File: src/rtl/line_fetch_arbiter.sv
// Frame-memory arbiter: copies the next visible line into the scanline buffer during hblank
// and serves a req/ack drawing writer otherwise. Optional line doubling via LFA_DOUBLE_SCAN_EN.
module line_fetch_arbiter #(
  parameter int ADDR_W      = 16,
  parameter int DATA_W      = 8,
  parameter int FETCH_WORDS = 80,
  parameter int LINE_STRIDE = 80,
  parameter int LB_AW       = 7
) (
  input  logic              Clk,
  input  logic              Rst,
  input  logic              hblank,
  input  logic              newline,
  input  logic              vis_line,
  input  logic              frame_start,
  input  logic              wr_req,
  input  logic [ADDR_W-1:0] wr_addr,
  input  logic [DATA_W-1:0] wr_data,
  output logic              wr_ack,
  output logic [ADDR_W-1:0] mem_addr,
  output logic              mem_re,
  output logic              mem_we,
  output logic [DATA_W-1:0] mem_wdata,
  input  logic [DATA_W-1:0] mem_rdata,
  output logic              lb_we,
  output logic [LB_AW-1:0]  lb_addr,
  output logic [DATA_W-1:0] lb_data,
  output logic              busy,
  output logic              underrun
);

  typedef enum logic [1:0] {IDLE, FETCH, DRAIN, DONE} state_t;

  localparam logic [LB_AW-1:0]  LAST_IDX = LB_AW'(FETCH_WORDS - 1);
  localparam logic [ADDR_W-1:0] STRIDE   = ADDR_W'(LINE_STRIDE);

  state_t            state;
  logic [ADDR_W-1:0] base;
  logic [ADDR_W-1:0] base_adv;
  logic [LB_AW-1:0]  idx;
  logic              hblank_d;
  logic              hblank_rise;
  logic              fetching;
  logic              start_fetch;
  logic              do_write;

  assign hblank_rise = hblank & ~hblank_d;
  assign fetching    = (state == FETCH) || (state == DRAIN);
  assign start_fetch = (state == IDLE) && hblank_rise && vis_line && !frame_start;
  assign do_write    = (state == IDLE) && !start_fetch && wr_req && !wr_ack;

`ifdef LFA_DOUBLE_SCAN_EN
  logic rpt;
  logic fetch_end;

  // A line ends (completed or cut off) unless frame_start overrides it.
  assign fetch_end = !frame_start && ((state == DRAIN) || (fetching && newline));

  always_ff @(posedge Clk) begin
    if (Rst || frame_start) rpt <= 1'b0;
    else if (fetch_end)     rpt <= ~rpt;
  end

  assign base_adv = rpt ? base + STRIDE : base;
`else
  assign base_adv = base + STRIDE;
`endif

  always_ff @(posedge Clk) begin
    if (Rst) begin
      state     <= IDLE;
      base      <= '0;
      idx       <= '0;
      hblank_d  <= 1'b0;
      wr_ack    <= 1'b0;
      mem_addr  <= '0;
      mem_re    <= 1'b0;
      mem_we    <= 1'b0;
      mem_wdata <= '0;
      lb_we     <= 1'b0;
      lb_addr   <= '0;
      lb_data   <= '0;
      busy      <= 1'b0;
      underrun  <= 1'b0;
    end else begin
      hblank_d <= hblank;
      // NOTE: strobes default low every cycle so each is a single-cycle pulse unless re-asserted below.
      mem_re   <= 1'b0;
      mem_we   <= 1'b0;
      wr_ack   <= 1'b0;
      lb_we    <= 1'b0;

      if (do_write) begin
        mem_we    <= 1'b1;
        wr_ack    <= 1'b1;
        mem_addr  <= wr_addr;
        mem_wdata <= wr_data;
      end

      if (frame_start) begin
        base     <= '0;
        underrun <= 1'b0;
        state    <= IDLE;
        busy     <= 1'b0;
      end else if (fetching && newline) begin
        state    <= IDLE;
        busy     <= 1'b0;
        underrun <= 1'b1;
        base     <= base_adv;
      end else begin
        unique case (state)
          IDLE: begin
            if (start_fetch) begin
              state    <= FETCH;
              busy     <= 1'b1;
              mem_re   <= 1'b1;
              mem_addr <= base;
              idx      <= '0;
            end
          end
          FETCH: begin
            // Read data for the word issued last cycle is on mem_rdata now.
            lb_we   <= 1'b1;
            lb_addr <= idx;
            lb_data <= mem_rdata;
            if (idx == LAST_IDX) begin
              state <= DRAIN;
            end else begin
              idx      <= idx + LB_AW'(1);
              mem_re   <= 1'b1;
              mem_addr <= mem_addr + ADDR_W'(1);
            end
          end
          DRAIN: begin
            state <= DONE;
            base  <= base_adv;
          end
          DONE: begin
            if (!hblank) begin
              state <= IDLE;
              busy  <= 1'b0;
            end
          end
        endcase
      end
    end
  end

endmodule

File: config.mk
export PLATFORM = sky130hd
export DESIGN_NAME = line_fetch_arbiter
export DESIGN_NICKNAME = d
export VERILOG_FILES = /design/src/rtl/line_fetch_arbiter.sv
export SDC_FILE = /design/constraint.sdc
export NUM_CORES = 1
export LEC_CHECK = 0
export ABC_AREA = 1
export CAP_MARGIN = 20
export CORE_MARGIN = 4
export CORE_UTILIZATION = 53
export CTS_CLUSTER_DIAMETER = 100
export DETAILED_ROUTE_END_ITERATION = 6
export PLACE_DENSITY_LB_ADDON = 0.12
export SLEW_MARGIN = 10
export SYNTH_ARGS = -nofsm -noshare
export SYNTH_HDL_FRONTEND = slang
export SYNTH_SLANG_ARGS = --single-unit
File: constraint.sdc
create_clock -name Clk -period 4 [get_ports Clk]
set_input_delay 0.6 -clock Clk [delete_from_list [all_inputs] [get_ports Clk]]
set_output_delay 0.6 -clock Clk [all_outputs]
set_load 0.02 [all_outputs]
==> impl_metrics.env <==
export IMPL_synth_top_cells_by_count="107 x nand2_1, 70 x inv_1, 66 x dfxtp_1"
export IMPL_diodes=0
export IMPL_reg2reg_depth=9
export IMPL_post_route_period_util_pct=61.4
export IMPL_die_area_um2=7470
export IMPL_rsz0062_at_grt="false"
export IMPL_power_mw=1.62
export IMPL_clock_fmax_mhz=407
export IMPL_ys_types=29
export IMPL_critPathMaxFanout=36
export IMPL_crit_type="register to register"
export IMPL_min_path_cells=2
export IMPL_synth_nets=526
export IMPL_cp_arrival_ns=2.72
export IMPL_ios=84
export IMPL_crit_top_cell="inv_1"
export IMPL_fp_dieH_um=86.4
export IMPL_cts_root_buf="clkbuf_8"
export IMPL_num_rows=28
export IMPL_crit_slowest_cell="nand3_2"
export IMPL_yosysWarningCount=0
export IMPL_critPathLaunchType="register"
export IMPL_vias=3269
export IMPL_syn_to_final_growth_pct=32.7
export IMPL_ctsResizeCount=0
export IMPL_wire_per_inst_um=13.1
export IMPL_max_stage_delay_ns=0.53
export IMPL_vdd_drop_max_v=0.000242
export IMPL_die_w_um=86.4
export IMPL_insertion_delay_ns=0.35
export IMPL_cp_required_ns=4.26
export IMPL_drc=0
export IMPL_synthFlopType="dfxtp_1"
export IMPL_netlist_top_cells_area="dfxtp_1 41%, nand2_1 12%, inv_1 8.1%, o21ai_0 7.7%, a21oi_1 7.4%"
export IMPL_synth_edff_count=0
export IMPL_nNetsFinal=606
export IMPL_drive_above_1_share_pct=6.73
export IMPL_core_um2=5960
export IMPL_setup_viol=0
export IMPL_place_ws_ns=1.27
export IMPL_post_cts_setup_buffer_count=0
export IMPL_io_buffer_count=83
export IMPL_grt_max_degree=37
export IMPL_finalHoldViolCount=0
export IMPL_dr_pass1_iters=4
export IMPL_grt_usage_pct=23.3
export IMPL_fillerInstances=505
export IMPL_setup_ws_ns=1.54
export IMPL_crit_chain="inv_1 > ha_1 > inv_1 > nor2_2 > nand3_2 > nand3_2 > inv_1 > o21ai_0 > o22ai_1"
export IMPL_hold_path_class="register to register"
export IMPL_cts_tree="yes"
export IMPL_ant_nets=0
export IMPL_ys_seq_area_share_pct=40.5
export IMPL_grt_pass1_wl_um=14000
export IMPL_stdcell_count=640
export IMPL_slew_viol_final=0
export IMPL_clock_sinks=66
export IMPL_regArea_um2=1320
export IMPL_cp_end_kind="register"
export IMPL_synthCells=480
export IMPL_grt_pass1_vias=3066
export IMPL_htree_levels=3
export IMPL_yosysTopAreaCell="dfxtp_1"
export IMPL_antenna_found_initial=0
export IMPL_min_period_ns=2.46
export IMPL_start_util_pct=54.7
export IMPL_power_density_nw_per_um2=374
export IMPL_cts_buffer_depth=2
export IMPL_drt_iter0_drc=141
export IMPL_ys_ff_latch=66
export IMPL_vias_per_cell=5.11
export IMPL_clk_pin_slew_ns=0.08
export IMPL_synthArstFlopShare_pct=0
export IMPL_syn_avg_cell_area_um2=6.79
export IMPL_cts_buffers=9
export IMPL_max_slew_margin_pct=35.2
export IMPL_hold_buffers=0
export IMPL_synth_top_area_share_pct=40.5
export IMPL_multi_input_area_um2=1590
export IMPL_finClkSkew_ns=0.0146
export IMPL_post_route_util_pct=72.6
export IMPL_worstMarginPinSlew_ns=0.970
export IMPL_leakage_nw=1.75
export IMPL_overflow=0
export IMPL_status="completed"
export IMPL_gp_congestion=0.883
export IMPL_cap_violations=0
export IMPL_finalSetupTns_ns=0
export IMPL_synthesis_area_um2=3260
export IMPL_yosysMostFrequentCell="nand2_1"
export IMPL_routed_wl_um=8350
export IMPL_dp_hpwl_um=6280
export IMPL_dp_cells=624
-- cell usage in the layout, fill, tap and decap left out, types with 4 or more instances in the layout --
cell	Yosys	routed
nand2_1	107	107
clkdlybuf4s50_1	0	83
inv_1	70	70
dfxtp_1	66	66
o21ai_0	50	50
a21oi_1	48	48
nor2_1	34	34
nand3_1	29	29
o21ai_1	9	9
clkbuf_8	0	9
nor3_1	7	7
nand4_1	7	7
ha_1	7	7
nor2_2	6	6
or2_2	4	4
clkinv_4	0	4
-- cells by family (layout without fill, tap and decap cells) --
family / count (synthesis) / count (layout) / synth area share (%)
fa+ha+maj: 7 / 7 / 2.69
simple gates: 203 / 203 / 27.6
compound gates: 114 / 114 / 18.0
xor+xnor: 2 / 2 / 0.538
buf+inv: 88 / 173 / 10.6
flops: 66 / 66 / 40.5
-- registers in the layout, indices dropped and copies added (netlist names) --
signal	cells
mem_addr	16
base	12
lb_data	8
mem_wdata	8
idx	7
lb_addr	7
state	2
busy	1
hblank_d	1
lb_we	1
mem_re	1
mem_we	1
underrun	1
-- worst paths after layout --
check                                 from  slack, ns          end
worst min register to register  lb_addr[5]       0.45   lb_addr[5]
worst max register to register    state[0]       1.54  mem_addr[2]
worst max-delay path              state[0]       1.54  mem_addr[2]
worst min-delay path            lb_addr[5]       0.45   lb_addr[5]
-- report_power, final --
| group | switching (mW) | internal, mW | leakage (nW) | total (mW) |
|---|---|---|---|---|
| combinational | 0.186 | 0.144 | 1.12 | 0.330 |
| clock | 0.270 | 0.291 | 0.0956 | 0.561 |
| sequential | 0.0319 | 0.695 | 0.538 | 0.727 |
| total | 0.488 | 1.13 | 1.75 | 1.62 |
-- through the flow --
step                      instance area, µm²  hold slack (ns)
after floorplan                         3260            0.437
after global routing                    4330            0.473
final                                   4330            0.447
after detailed placement                4120            0.436
after global placement                  4120            0.431
after CTS                               4330            0.448
-- layout make-up --
cell class / count / area share, %
multi-input combinational: 326 / 36.9
sequential: 66 / 30.5
timing repair buffer: 84 / 19.4
inverter: 73 / 6.33
clock buffer: 9 / 2.86
tap: 75 / 2.17
clock inverter: 7 / 1.85
-- routing by layer --
metal,global-route usage (%),vias up,wire (µm)
met2,38.6,93,3950
li1,-,1714,-
met1,30.2,1452,3830
met4,7.79,0,97
met3,5.13,10,482
met5,0,-,0
-- critical path: cells and delay by family (launching register included) --
kind | cells | cell delay [ns]
simple gates | 3 | 0.76
fa+ha+maj | 1 | 0.27
compound gates | 2 | 0.24
buf+inv | 3 | 0.72
flops | 1 | 0.36
Note: power is estimated with default switching activity, not from simulation.
